$ cat src/rtl/dual_dm_io_responder.sv
// rtl/dual_dm_io_responder.sv - dual-core DM responder: RAM/I-O decode, write conflict arbitration, board I/O, inter-core lock
module dual_dm_io_responder #(
    parameter int SW_W  = 10,
    parameter int HEX_W = 16,
    parameter int CNT_W = 16
) (
    input  logic             clk,
    input  logic             rst,
    input  logic [8:0]       p0_DM_maddr,
    input  logic [15:0]      p0_DM_wdata,
    input  logic             p0_DM_write_mem,
    output logic [15:0]      p0_DM_rdata,
    input  logic [8:0]       p1_DM_maddr,
    input  logic [15:0]      p1_DM_wdata,
    input  logic             p1_DM_write_mem,
    output logic [15:0]      p1_DM_rdata,
    output logic [7:0]       ram_addr_a,
    output logic [7:0]       ram_addr_b,
    output logic [15:0]      ram_data_a,
    output logic [15:0]      ram_data_b,
    output logic             ram_we_a,
    output logic             ram_we_b,
    input  logic [15:0]      ram_q_a,
    input  logic [15:0]      ram_q_b,
    input  logic [SW_W-1:0]  SW,
    output logic [SW_W-1:0]  LEDR,
    output logic [HEX_W-1:0] hex_value,
    output logic [CNT_W-1:0] conflict_count
);

    localparam logic [8:0] ADDR_SW   = 9'h100;
    localparam logic [8:0] ADDR_LEDR = 9'h101;
    localparam logic [8:0] ADDR_HEX  = 9'h102;
    localparam logic [8:0] ADDR_LOCK = 9'h103;
    localparam logic [8:0] ADDR_CNT  = 9'h104;

    typedef enum logic [1:0] {
        LOCK_FREE = 2'd0,
        LOCK_OWN0 = 2'd1,
        LOCK_OWN1 = 2'd2
    } lock_state_t;

    lock_state_t      lock_state;
    logic [SW_W-1:0]  sw_meta;
    logic [SW_W-1:0]  sw_sync;
    logic [SW_W-1:0]  ledr_q;
    logic [HEX_W-1:0] hex_q;
    logic [CNT_W-1:0] cnt_q;

    logic             conflict;
    logic             wr0_eff;
    logic             wr1_eff;
    logic             lock_rd0;
    logic             lock_rd1;
    logic             lock_val0;
    logic             lock_val1;
    logic             cnt_clear;
    logic [15:0]      sw_ext;
    logic [15:0]      ledr_ext;
    logic [15:0]      hex_ext;
    logic [15:0]      cnt_ext;
    logic [15:0]      io_rd0;
    logic [15:0]      io_rd1;
    logic             sel_io0;
    logic             sel_io1;
    logic [15:0]      io_q0;
    logic [15:0]      io_q1;

    function automatic logic [15:0] io_read(
        input logic [8:0]  addr,
        input logic        lock_bit,
        input logic [15:0] sw_v,
        input logic [15:0] ledr_v,
        input logic [15:0] hex_v,
        input logic [15:0] cnt_v
    );
        logic [15:0] v;
        case (addr)
            ADDR_SW:   v = sw_v;
            ADDR_LEDR: v = ledr_v;
            ADDR_HEX:  v = hex_v;
            ADDR_LOCK: v = {15'd0, lock_bit};
            ADDR_CNT:  v = cnt_v;
            default:   v = 16'd0;
        endcase
        return v;
    endfunction

    always_comb begin
        conflict  = p0_DM_write_mem & p1_DM_write_mem & (p0_DM_maddr == p1_DM_maddr);
        // core 1 always wins a same-address write, so only core 0 is ever suppressed
        wr0_eff   = p0_DM_write_mem & ~conflict;
        wr1_eff   = p1_DM_write_mem;
        lock_rd0  = (p0_DM_maddr == ADDR_LOCK) & ~p0_DM_write_mem;
        lock_rd1  = (p1_DM_maddr == ADDR_LOCK) & ~p1_DM_write_mem;
        // port 0 has priority when both ports try to take a free lock
        lock_val0 = (lock_state == LOCK_OWN1);
        lock_val1 = (lock_state == LOCK_OWN0) | ((lock_state == LOCK_FREE) & lock_rd0);
        cnt_clear = (wr0_eff & (p0_DM_maddr == ADDR_CNT)) | (wr1_eff & (p1_DM_maddr == ADDR_CNT));
        sw_ext    = 16'(sw_sync);
        ledr_ext  = 16'(ledr_q);
        hex_ext   = 16'(hex_q);
        cnt_ext   = 16'(cnt_q);
        io_rd0    = io_read(p0_DM_maddr, lock_val0, sw_ext, ledr_ext, hex_ext, cnt_ext);
        io_rd1    = io_read(p1_DM_maddr, lock_val1, sw_ext, ledr_ext, hex_ext, cnt_ext);
    end

    assign ram_addr_a     = p0_DM_maddr[7:0];
    assign ram_addr_b     = p1_DM_maddr[7:0];
    assign ram_data_a     = p0_DM_wdata;
    assign ram_data_b     = p1_DM_wdata;
    assign ram_we_a       = p0_DM_write_mem & ~p0_DM_maddr[8] & ~conflict;
    assign ram_we_b       = p1_DM_write_mem & ~p1_DM_maddr[8];

    assign p0_DM_rdata    = sel_io0 ? io_q0 : ram_q_a;
    assign p1_DM_rdata    = sel_io1 ? io_q1 : ram_q_b;
    assign LEDR           = ledr_q;
    assign hex_value      = hex_q;
    assign conflict_count = cnt_q;

    always_ff @(posedge clk) begin
        if (rst) begin
            sw_meta    <= '0;
            sw_sync    <= '0;
            ledr_q     <= '0;
            hex_q      <= '0;
            cnt_q      <= '0;
            lock_state <= LOCK_FREE;
            sel_io0    <= 1'b1;
            sel_io1    <= 1'b1;
            io_q0      <= 16'd0;
            io_q1      <= 16'd0;
        end else begin
            sw_meta <= SW;
            sw_sync <= sw_meta;
            sel_io0 <= p0_DM_maddr[8];
            sel_io1 <= p1_DM_maddr[8];
            io_q0   <= io_rd0;
            io_q1   <= io_rd1;

            if (wr1_eff && p1_DM_maddr == ADDR_LEDR)
                ledr_q <= p1_DM_wdata[SW_W-1:0];
            else if (wr0_eff && p0_DM_maddr == ADDR_LEDR)
                ledr_q <= p0_DM_wdata[SW_W-1:0];

            if (wr1_eff && p1_DM_maddr == ADDR_HEX)
                hex_q <= p1_DM_wdata[HEX_W-1:0];
            else if (wr0_eff && p0_DM_maddr == ADDR_HEX)
                hex_q <= p0_DM_wdata[HEX_W-1:0];

            // a clear beats the increment even when the clearing write is itself a conflict
            if (cnt_clear)
                cnt_q <= '0;
            else if (conflict && cnt_q != {CNT_W{1'b1}})
                cnt_q <= cnt_q + 1'b1;

            case (lock_state)
                LOCK_FREE: begin
                    if (lock_rd0)
                        lock_state <= LOCK_OWN0;
                    else if (lock_rd1)
                        lock_state <= LOCK_OWN1;
                end
                LOCK_OWN0: begin
                    if (wr0_eff && p0_DM_maddr == ADDR_LOCK)
                        lock_state <= LOCK_FREE;
                end
                LOCK_OWN1: begin
                    if (wr1_eff && p1_DM_maddr == ADDR_LOCK)
                        lock_state <= LOCK_FREE;
                end
                default: lock_state <= LOCK_FREE;
            endcase
        end
    end

endmodule

$ cat config.mk
export PLATFORM = sky130hd
export DESIGN_NAME = dual_dm_io_responder
export DESIGN_NICKNAME = d
export VERILOG_FILES = /design/src/rtl/dual_dm_io_responder.sv
export SDC_FILE = /design/constraint.sdc
export NUM_CORES = 1
export LEC_CHECK = 0
export CAP_MARGIN = 20
export CELL_PAD_IN_SITES_DETAIL_PLACEMENT = 0
export CELL_PAD_IN_SITES_GLOBAL_PLACEMENT = 1
export CORE_UTILIZATION = 31
export CTS_CLUSTER_DIAMETER = 60
export CTS_CLUSTER_SIZE = 8
export DETAILED_ROUTE_END_ITERATION = 8
export GPL_TIMING_DRIVEN = 0
export PLACE_DENSITY = 0.91
export SYNTH_ARGS = -nofsm -noshare
export SYNTH_HDL_FRONTEND = slang
export SYNTH_SLANG_ARGS = --single-unit
$ cat constraint.sdc
create_clock -name clk -period 3.32 [get_ports clk]
set_input_delay 0.664 -clock clk [delete_from_list [all_inputs] [get_ports clk]]
set_output_delay 0.664 -clock clk [all_outputs]
set_load 0.1 [all_outputs]
# == Word level (Yosys, flattened, before mapping) ==
# Index checks and enable logic that the tools add are counted.
# classes
bitwise_logic,18
reduce_logical,12
n_mux,13
n_eq_ne,17
n_addsub,1
# ops
op,n
one-hot mux 16 bit (5 select lines),2
equality test 9 bit (second input constant),10
two-way mux 16 bit,4
two-way mux 10 bit,2
adder 16 x 1 -> 16 bit (second input constant),1
inequality test 16 bit (second input constant),1
bitwise AND 1 bit,11
equality test 9 bit,1
two-way mux 2 bit,4
logical AND 1 bit,7
one-hot mux 2 bit (3 select lines),1
NOT 1 bit,5
inequality test 2 x 1 -> 1 bit (second input constant),2
nonzero test 2 bit,2
inequality test 3 bit (second input constant),1
AND reduction 3 bit,1
equality test 2 x 1 -> 1 bit (second input constant),1
equality test 2 bit (second input constant),1
zero test 2 bit,1
OR 1 bit,2
OR reduction 2 bit,1
# totals
in_bits,96
reg_bits,98
elab_cells,71
out_inout_bits,124

# == Logic depth before layout (Yosys ltp) ==
# depth
word_depth,7
mapped_depth,9
depth_no_buf,6

# == Worst setup path before layout ==
# Ideal clock, no wire load.
# synth_path
path_kind,input-to-output
start,input port p0_DM_maddr[1]
end,output port ram_we_a
arrival_ps,2909
slack_ps,-253
stages,8
t_required_ps,2656
n_path_buf,3
cell_sequence,clkbuf_1 xnor2_1 nand4_1 or3_1 clkbuf_1 buf_2 nand2_1 nor2_1
# synth_via
elab_chain_len,4
# synth_lines
item,line,rtl
start: declaration,9,"input logic [8:0] p0_DM_maddr,"
equality test 9 bit,90,conflict = p0_DM_write_mem & p1_DM_write_mem & (p0_DM_maddr == p1_DM_maddr);
bitwise AND 1 bit,90,
NOT 1 bit,112,assign ram_we_a = p0_DM_write_mem & ~p0_DM_maddr[8] & ~conflict;
bitwise AND 1 bit,112,
end: declaration,21,"output logic ram_we_a,"
# Every way passes these cells.

# == Worst setup path after layout ==
# layout_path
start,register sel_io1
end,output port p1_DM_rdata[9]
# layout_via
elab_chain_len,1
# layout_lines
item,line,rtl
start: declaration,65,logic sel_io1;
start signal: assignment,137,sel_io1 <= p1_DM_maddr[8];
two-way mux 16 bit,116,assign p1_DM_rdata = sel_io1 ? io_q1 : ram_q_b;
end: declaration,16,"output logic [15:0] p1_DM_rdata,"
# Every way passes these cells.

==> key figures <==
STA
  – Skew final: 0.00875 ns
  – Final Hold Vio Count: 0
  – Unrepaired setup endpoints after global routing: no
  – Final period util: 0.948
  – Final critical path time including I/O delays and setup: 3.15 ns
  – Worst Tran Pin Value: 1.04 ns
  – Worst Hold Margin: 0.421 ns
  – TNS Setup: 0 ns
  – Count of endpoints failing setup in the final report: 0
  – Final-report max-slew violation count: 0
  – Worst slew margin: 0.302
  – Maximum clock rate: 318 MHz

Drt
  – Iteration-0 DRC Markers: 393
  – Vias per cell: 4.95
  – DR pass1 iterations: 5
  – DRT antenna net count: 0
  – Routed wire per std cell: 17.0 µm
  – # DRC: 0
  – Aggregate routed wire length: 16.9 mm
  – Via Count: 4918

Critical path
  – Startpoint of the worst-slack reg-to-reg timing path: conflict_count[0]$_SDFFE_PP0P_
  – Setup slack on the worst flop-to-flop path: 0.71 ns
  – Sort of element at the end of the critical path: primary output
  – Kind of launch point of the worst setup path: flip-flop
  – Kind of cell with the highest combined delay on the critical path: buffers and inverters
  – Register-to-Register Path Depth: 8
  – Arrival time at the worst endpoint: 2.48 ns
  – Slowest stage delay, CP: 0.55 ns
  – Critical path, cell by cell: clkbuf_1 -> buf_1 -> mux2_2 -> clkdlybuf4s15_2
  – Critical path required time: 2.66 ns
  – Category of the most critical setup path: reg -> out
  – Worst reg2reg path endpoint: conflict_count[1]$_SDFFE_PP0P_
  – Max FO, Critical Path: 10
  – Library cell contributing the largest single delay on the critical path: sky130_fd_sc_hd__buf_1
  – Crit path buf inv count: 3

Clock network
  – Clock buffers created by TritonCTS: 9
  – # H-tree levels: 3
  – Clock sink count: 98
  – Hold bufs inserted after CTS: 0
  – Buffer cell driving the clock tree root: sky130_fd_sc_hd__clkbuf_16
  – Post-CTS clock slew at the launch and capture registers of the worst setup and hold paths: 0.07 ns
  – CTS tree: built
  – Clock latency of the later-clocked register in the worst-skew pair: 0.35 ns
  – Maximum number of buffers from clock root to sink: 2

Min path
  – Terminating pin of the worst hold path: lock_state[1]$_SDFFE_PP0P_
  – Class of the tightest hold or removal check: reg -> reg
  – Hold depth: 1
  – Worst min-delay path startpoint: lock_state[0]$_SDFFE_PP0P_

Synthesis
  – Post-synth net total: 647
  – Total of flip-flops plus latches after synthesis: 98
  – Avg Inst Size Synth: 9.30 µm²
  – Post-synth EDFFs: 0
  – Top-area cell type share of the netlist area: 0.384
  – Post-synth ARST share: 0
  – Netlist cell types: 52
  – Total standard cell area after synthesis: 5110 µm²
  – Top cell type by total area after synthesis: sky130_fd_sc_hd__dfxtp_1
  – Most frequently used flop master after synthesis: sky130_fd_sc_hd__dfxtp_1
  – Sequential cell area fraction in the yosys report: 0.384
  – Synth Warn #: 0
  – Ranking of synthesized cells by area: sky130_fd_sc_hd__dfxtp_1 (38%), sky130_fd_sc_hd__buf_4 (7.5%), sky130_fd_sc_hd__mux2_2 (7.0%)
  – Cell count after synthesis: 550

Status
  – Result of the run: completed

Cells and area
  – Commonest non-fill, non-tap cells in the layout: sky130_fd_sc_hd__clkdlybuf4s50_1 (189), sky130_fd_sc_hd__dfxtp_1 (98), sky130_fd_sc_hd__buf_4 (52), sky130_fd_sc_hd__a22oi_1 (38), sky130_fd_sc_hd__mux2_2 (32)
  – Post-Route Utilization: 0.492
  – Share of final-layout standard cells stronger than drive strength 1: 0.197
  – Post-layout nets: 870
  – Synth-to-layout area growth: 54.1%
  – Most common cell after layout, fill and taps aside: sky130_fd_sc_hd__clkdlybuf4s50_1
  – Ant diodes: 0

Global routing
  – Number of global-route vias before repair: 4732
  – Pin count of the biggest net entering global routing: 17
  – Number of antenna violations at the first check in global routing: 0
  – Residual overflow from global routing: 0
  – Tot GR Track Use: 0.195
  – First-pass GRT wire length: 25.2 mm

Power
  – Total power divided by cell area: 388 nW/µm²
  – Total power draw: 3.06 mW
  – Peak VDD IR: 0.271 mV
  – Static leakage: 2.70 nW

Floorplanning
  – Effective utilization at floorplan: 0.320
  – Die boundary height: 130 µm
  – Core Box Area: 16000 µm²
  – Die Footprint: 17000 µm²
  – Number of placement rows: 46
  – Top-level I/O count: 220
  – Die W: 130 µm

Placement
  – PortBufs: 214
  – Final GP Congestion: 0.846
  – Detailed placement HPWL: 13.2 mm

Job
  – Max-capacitance violation count: 0
## through the flow
stage / worst slack [ns] / std cells / cell area [µm²]
2_1_floorplan: 0.200 / 550 / 5110
4_1_cts: 0.0357 / 995 / 7880
5_1_grt: 0.0218 / 994 / 7880
6_report: 0.174 / 994 / 7880
3_3_place_gp: -1.12 / 980 / 7530
3_5_place_dp: -1.12 / 980 / 7530
## sequential cells by signal, summed over array words and instances, names as in the netlist
name / cells
LEDR: 10
sel_io1: 1
io_q1: 16
conflict_count: 16
io_q0: 16
hex_value: 16
sel_io0: 1
sw_meta: 10
lock_state: 2
sw_sync: 10
## kinds of logic after synthesis
logic type      synth area share
fa+ha+maj                0.00245
buf+inv                    0.128
compound gates             0.196
xor+xnor                  0.0171
simple gates               0.148
mux                        0.125
flops                      0.384
## report_power, final
group	internal, mW	switching, mW
Sequential	1.19	0.00579
Combinational	0.248	0.475
Clock	0.686	0.455
## worst max path at each step
stage,startpoint,endpoint,depth (start not counted)
3_3_place_gp,p1_DM_maddr[2],ram_we_a,9
3_5_place_dp,p1_DM_maddr[2],ram_we_a,9
4_1_cts,p1_DM_maddr[0],ram_we_a,8
6_report,sel_io1$_SDFF_PP1_,p1_DM_rdata[9],4
2_1_floorplan,p0_DM_maddr[1],ram_we_a,8
5_1_grt,sel_io0$_SDFF_PP1_,p0_DM_rdata[13],4
## what timing repair did
action	CTS	global route
buffers inserted	0	0
endpoints found under the setup margin	21	1
gates resized for setup	69	2
## layer usage
metal / track usage / wire length (µm)
met5: 0 / 0
met4: 0.0690 / 324
met3: 0.0383 / 968
met2: 0.331 / 8290
met1: 0.245 / 7300
## cell type report
type / count / area [µm²]
clock buffer: 11 / 243
tap: 216 / 270
buffer: 86 / 534
multi-input combinational: 334 / 2500
sequential: 98 / 1960
timing repair buffer: 214 / 2170
inverter: 30 / 113
clock inverter: 5 / 86.3
fill: 1535 / 8120
## cells in the mapped netlist (all sizes together), types with 2 or more instances
cell type / instances
dfxtp: 98
buf: 61
a22oi: 38
mux2: 32
inv: 30
a21oi: 28
mux2i: 28
clkbuf: 27
a221oi: 26
nand2: 26
nor2: 21
nor2b: 21
and3: 10
or3: 10
nand3: 9
o21ai: 9
or4: 9
xnor2: 9
a31oi: 7
nand4: 7
o31ai: 6
nor4: 4
or2: 4
a222oi: 3
a31o: 3
a32oi: 3
nor3: 3
a21o: 2
nand3b: 2
Power figures use the tool's default switching activity.
